### config.mk
export PLATFORM = sky130hd
export DESIGN_NAME = mod_regpack_fifo
export DESIGN_NICKNAME = d
export VERILOG_FILES = /design/src/rtl/mod_regpack_fifo.sv
export SDC_FILE = /design/constraint.sdc
export NUM_CORES = 1
export LEC_CHECK = 0
export ABC_AREA = 1
export ABC_CLOCK_PERIOD_IN_PS = 9200
export CAP_MARGIN = 10
export CORE_ASPECT_RATIO = 0.75
export CORE_MARGIN = 10
export CORE_UTILIZATION = 45
export DETAILED_ROUTE_END_ITERATION = 8
export GPL_ROUTABILITY_DRIVEN = 1
export GPL_TIMING_DRIVEN = 0
export PLACE_DENSITY_LB_ADDON = 0.2
export SLEW_MARGIN = 20
export SYNTH_ARGS = -nofsm -noshare
export SYNTH_HDL_FRONTEND = slang
export SYNTH_SLANG_ARGS = --single-unit
### constraint.sdc
create_clock -name clk -period 9.2 [get_ports clk]
set_input_delay 1.84 -clock clk [delete_from_list [all_inputs] [get_ports clk]]
set_output_delay 1.84 -clock clk [all_outputs]
set_load 0.05 [all_outputs]
### src/rtl/mod_regpack_fifo.sv
// Packs IN_BYTES-wide input beats into OUT_BYTES-wide blocks held in a DEPTH-slot FIFO.
// Optional macro PACK_FLUSH_EN adds early block close (i_flush) and a per-block byte count.
module mod_regpack_fifo #(
    parameter  int unsigned IN_BYTES  = 4,
    parameter  int unsigned OUT_BYTES = 16,
    parameter  int unsigned DEPTH     = 2,
    localparam int unsigned BEATS     = OUT_BYTES / IN_BYTES,
    localparam int unsigned BW        = (BEATS > 1) ? $clog2(BEATS) : 1,
    localparam int unsigned CW        = $clog2(DEPTH + 1)
) (
    input  logic                   clk,
    input  logic                   reset,
    input  logic [IN_BYTES*8-1:0]  i_data,
    input  logic                   i_valid,
    output logic                   i_ready,
    output logic [OUT_BYTES*8-1:0] o_data,
    output logic                   o_valid,
    input  logic                   o_ready,
`ifdef PACK_FLUSH_EN
    input  logic                   i_flush,
    output logic [$clog2(OUT_BYTES+1)-1:0] o_nbytes,
`endif
    output logic [CW-1:0]          o_count,
    output logic [BW-1:0]          beat_idx
);

    localparam int unsigned IW = IN_BYTES * 8;
    localparam int unsigned OW = OUT_BYTES * 8;
    localparam int unsigned PW = (DEPTH > 1) ? $clog2(DEPTH) : 1;

    logic [OW-1:0] slot_q [DEPTH];
    logic [PW-1:0] wr_ptr_q, rd_ptr_q;
    logic [CW-1:0] count_q, count_d;
    logic [BW-1:0] beat_q;
    logic [OW-1:0] slot_wdata;
    logic          push, pop, close, flush;

`ifdef PACK_FLUSH_EN
    assign flush = i_flush;
`else
    assign flush = 1'b0;
`endif

    function automatic logic [PW-1:0] ptr_inc(input logic [PW-1:0] p);
        return (p == PW'(DEPTH - 1)) ? '0 : p + 1'b1;
    endfunction

    // i_ready depends only on stored count, never on o_ready
    assign i_ready  = (count_q < CW'(DEPTH)) && !reset;
    assign o_valid  = (count_q != '0);
    assign o_data   = slot_q[rd_ptr_q];
    assign o_count  = count_q;
    assign beat_idx = beat_q;

    assign push  = i_valid && i_ready;
    assign pop   = o_valid && o_ready;
    assign close = push && ((beat_q == BW'(BEATS - 1)) || flush);

    // Merge the incoming beat into the slot being filled; a flush zeroes the tail
    always_comb begin
        slot_wdata = slot_q[wr_ptr_q];
        for (int b = 0; b < BEATS; b++) begin
            if (BW'(b) == beat_q) begin
                slot_wdata[b*IW +: IW] = i_data;
            end else if (flush && (BW'(b) > beat_q)) begin
                slot_wdata[b*IW +: IW] = '0;
            end
        end
    end

    always_comb begin
        count_d = count_q;
        if (close && !pop) begin
            count_d = count_q + 1'b1;
        end else if (pop && !close) begin
            count_d = count_q - 1'b1;
        end
    end

    always_ff @(posedge clk or posedge reset) begin
        if (reset) begin
            for (int s = 0; s < DEPTH; s++) begin
                slot_q[s] <= '0;
            end
            wr_ptr_q <= '0;
            rd_ptr_q <= '0;
            count_q  <= '0;
            beat_q   <= '0;
        end else begin
            if (push) begin
                slot_q[wr_ptr_q] <= slot_wdata;
                beat_q           <= close ? '0 : beat_q + 1'b1;
            end
            if (close) begin
                wr_ptr_q <= ptr_inc(wr_ptr_q);
            end
            if (pop) begin
                rd_ptr_q <= ptr_inc(rd_ptr_q);
            end
            count_q <= count_d;
        end
    end

`ifdef PACK_FLUSH_EN
    localparam int unsigned NW = $clog2(OUT_BYTES + 1);

    logic [NW-1:0] nbytes_q [DEPTH];

    always_ff @(posedge clk or posedge reset) begin
        if (reset) begin
            for (int s = 0; s < DEPTH; s++) begin
                nbytes_q[s] <= '0;
            end
        end else if (close) begin
            nbytes_q[wr_ptr_q] <= flush ? NW'((int'(beat_q) + 1) * IN_BYTES) : NW'(OUT_BYTES);
        end
    end

    assign o_nbytes = nbytes_q[rd_ptr_q];
`endif

endmodule

==> impl_results.md <==
- Synth-to-layout area growth: 22.22%
- Crit-path leading delay family: buffers and inverters
- First-pass GRT wire length: 84.54 mm
- H-tree depth: 1
- Antenna Nets Post-Route: 0
- # rows: 56
- TritonCTS Buffers: 29
- Number of global-route vias before repair: 14680
- Port bufs: 169
- Most frequent CP cell: clkdlybuf4s50_1
- Average wire per standard cell: 19.61 um
- Critical path type: in -> out
- Startpoint Class: input pin
- RSZ-0062 raised after global routing: false
- HPWL Detailed: 37.48 mm
- Chip height: 175.8 um
- Clock latency on the worst-skew pair: 570 ps
- Starting Density: 0.4606
- # IOs: 170
- Most common cell in the netlist: nand2_1
- Via count: 15500
- Die footprint: 40010 um^2
- Critical path, cell by cell: clkdlybuf4s50_1 > nor2_4 > clkdlybuf4s50_1
- Routability Congestion: 0.8748
- Commonest cells in the netlist: nand2_1, nand3_1, dfrtp_1
- Mapped Cells: 2142
- Sequential share of the synthesized area: 0.4504
- Global route overflow: 0
- Number of synthesized flops with an enable pin: 0
- Final Hold Slack: 502.6 ps
- Mean Syn Cell Area: 6.795 um^2
- Worst Tran Pin Value: 943.2 ps
- Critical path capture point type: output port
- Status: finished clean
- # hold bufs at CTS: 0
- Setup violators final: 0
- Tmin final: 5251 ps
- Post-synthesis register bit count: 262
- Netlist cell types: 20
- Fraction of layout cells with a size suffix above 1: 0.06644
- Die W: 227.7 um
- Slew Limit Fails: 0
- Share of the synthesized area in the top cell type: 0.4504
- Critical path peak fanout: 2
- Maximum vdd drop: 0.2891 mV
- Slew headroom: 0.3712
- Synth area leaders: dfrtp_1, nand2_1, nand3_1, buf_6, buf_4
- DRC Markers: 0
- Max frequency: 190.5 MHz
- Layout Nets: 2385
- Clk root buf: clkbuf_16
- Most area-hungry cell type in the Yosys netlist: dfrtp_1
- Iter 0 DRT Violations: 2095
- CTS tree: yes
- # clock sinks: 262
- Clk_skew: 10.66 ps
- Max incr delay on CP: 820 ps
- Initial antenna violation count: 2
- Max Root-Sink Buffers: 3
- # resized after CTS: 0
- Overall Power: 7.854 mW
- Largest net degree at the start of global routing: 94
- FFs w/ async S/R, synth: 1.000
- Critical path buffers and inverters: 2
- Core area: 31600 um^2
- Worst-path clk slew: 60 ps
- Fin crit share: 0.5707
- CP Data Required Time: 7360 ps
- Mapped Area: 14560 um^2
- Max stage delay cell, worst path: clkdlybuf4s50_1
- Postcts setup bufs: 0
- Power per cell area: 441.5 nW/um^2
- Gr usage total: 0.2702
- Worst Hold Class: reg -> reg
- Syn_nets: 2183
- WL final: 54.89 mm
- Leak Pwr: 9.522 nW
- Final hold violations: 0
- Max-Cap Viols: 0
- Synth Flop Type: dfrtp_1
- Arrival @ worst endpoint: 3410 ps
- Yosys warning count: 0
- Vias per cell: 5.538
- Fill count: 3042
- Drt pass-1 iters: 7
-- worst reg2reg max path, delay by kind of cell, from the launching register on --
| family | cells | cell delay, ps |
|---|---|---|
| adders and majority gates | 1 | 190 |
| buffers and inverters | 4 | 1040 |
| and+or+nand+nor | 3 | 380 |
| DFF | 1 | 470 |
-- cell type report --
type,count,area (um^2),area share
diodes,1,2.502,0.0001407
plain buffers,141,908.4,0.05106
clock buffers,42,864.6,0.04860
clock inverters,8,68.82,0.003868
inverters,46,180.2,0.01013
multi-input cells,1693,6918,0.3889
flip-flops and latches,262,6556,0.3685
well taps,435,544.3,0.03059
repair buffers,171,1747,0.09819
-- where the power goes --
part	switching [mW]	internal [mW]	leakage (nW)
registers	0.387	1.64	3.36
clock network	0.502	0.674	0.469
logic	3.27	1.38	5.70
-- per-layer routing --
layer | vias up | global-route usage | routed length [um]
li1 | 7123 | - | -
met1 | 7357 | 0.3504 | 21890
met2 | 875 | 0.4091 | 24010
met3 | 143 | 0.07640 | 6246
met4 | 4 | 0.1250 | 2715
met5 | - | 0 | 23
-- kinds of logic (layout without fill, tap and decap cells) --
| logic type | count (synthesis) | after routing | share of synthesized area |
|---|---|---|---|
| XOR/XNOR | 2 | 2 | 0.001204 |
| other | 0 | 1 | 0 |
| adder cells (fa/ha/maj) | 5 | 5 | 0.004298 |
| flip-flops | 262 | 262 | 0.4504 |
| buffers and inverters | 187 | 408 | 0.07427 |
| AND/OR/NAND/NOR | 1683 | 1683 | 0.4688 |
| AO/OA/AOI/OAI | 3 | 3 | 0.001031 |
-- registers in the layout, indices dropped and copies added (netlist names) --
name,cells
rd_ptr_q,1
beat_idx,2
slot_q,256
o_count,2
wr_ptr_q,1
-- layout by cell type, fill, tap and decap left out, drive strengths merged --
master	netlist	layout
nand2	1292	1292
diode	0	1
nand4	1	1
clkbuf	33	75
nand3	386	386
clkdlybuf4s50	0	169
inv	45	45
o21ai	3	3
clkinv	1	8
bufinv	0	1
xor2	1	1
dfrtp	262	262
buf	108	110
nor2	4	4
ha	5	5
xnor2	1	1
-- final timing paths --
check | from | end | slack [ps] | depth (start not counted)
min in group asynchronous | reset | o_count[1]$_DFFE_PP0P_ | 1890 | 2
hold reg to reg | slot_q[6]$_DFFE_PP0P_ | slot_q[6]$_DFFE_PP0P_ | 500 | 2
setup reg to reg | beat_idx[1]$_DFFE_PP0N_ | slot_q[44]$_DFFE_PP0P_ | 7010 | 8
setup / recovery | reset | i_ready | 3950 | 3
max in group asynchronous | reset | slot_q[200]$_DFFE_PP0P_ | 6370 | 3
hold / removal | slot_q[6]$_DFFE_PP0P_ | slot_q[6]$_DFFE_PP0P_ | 500 | 2
-- per-stage QoR --
stage / utilization / instance area [um^2] / instances / setup TNS, ps / worst slack [ps]
4_1_cts: 0.5629 / 17790 / 2798 / 0 / 3938
6_report: 0.5630 / 17790 / 2799 / 0 / 3949
2_1_floorplan: - / 14560 / 2142 / 0 / 148.1
5_1_grt: 0.5629 / 17790 / 2798 / 0 / 3916
3_3_place_gp: 0.5314 / 16790 / 2746 / -954280 / -3660
3_5_place_dp: 0.5333 / 16850 / 2748 / 0 / 3941
(Power assumes the default switching activity.)
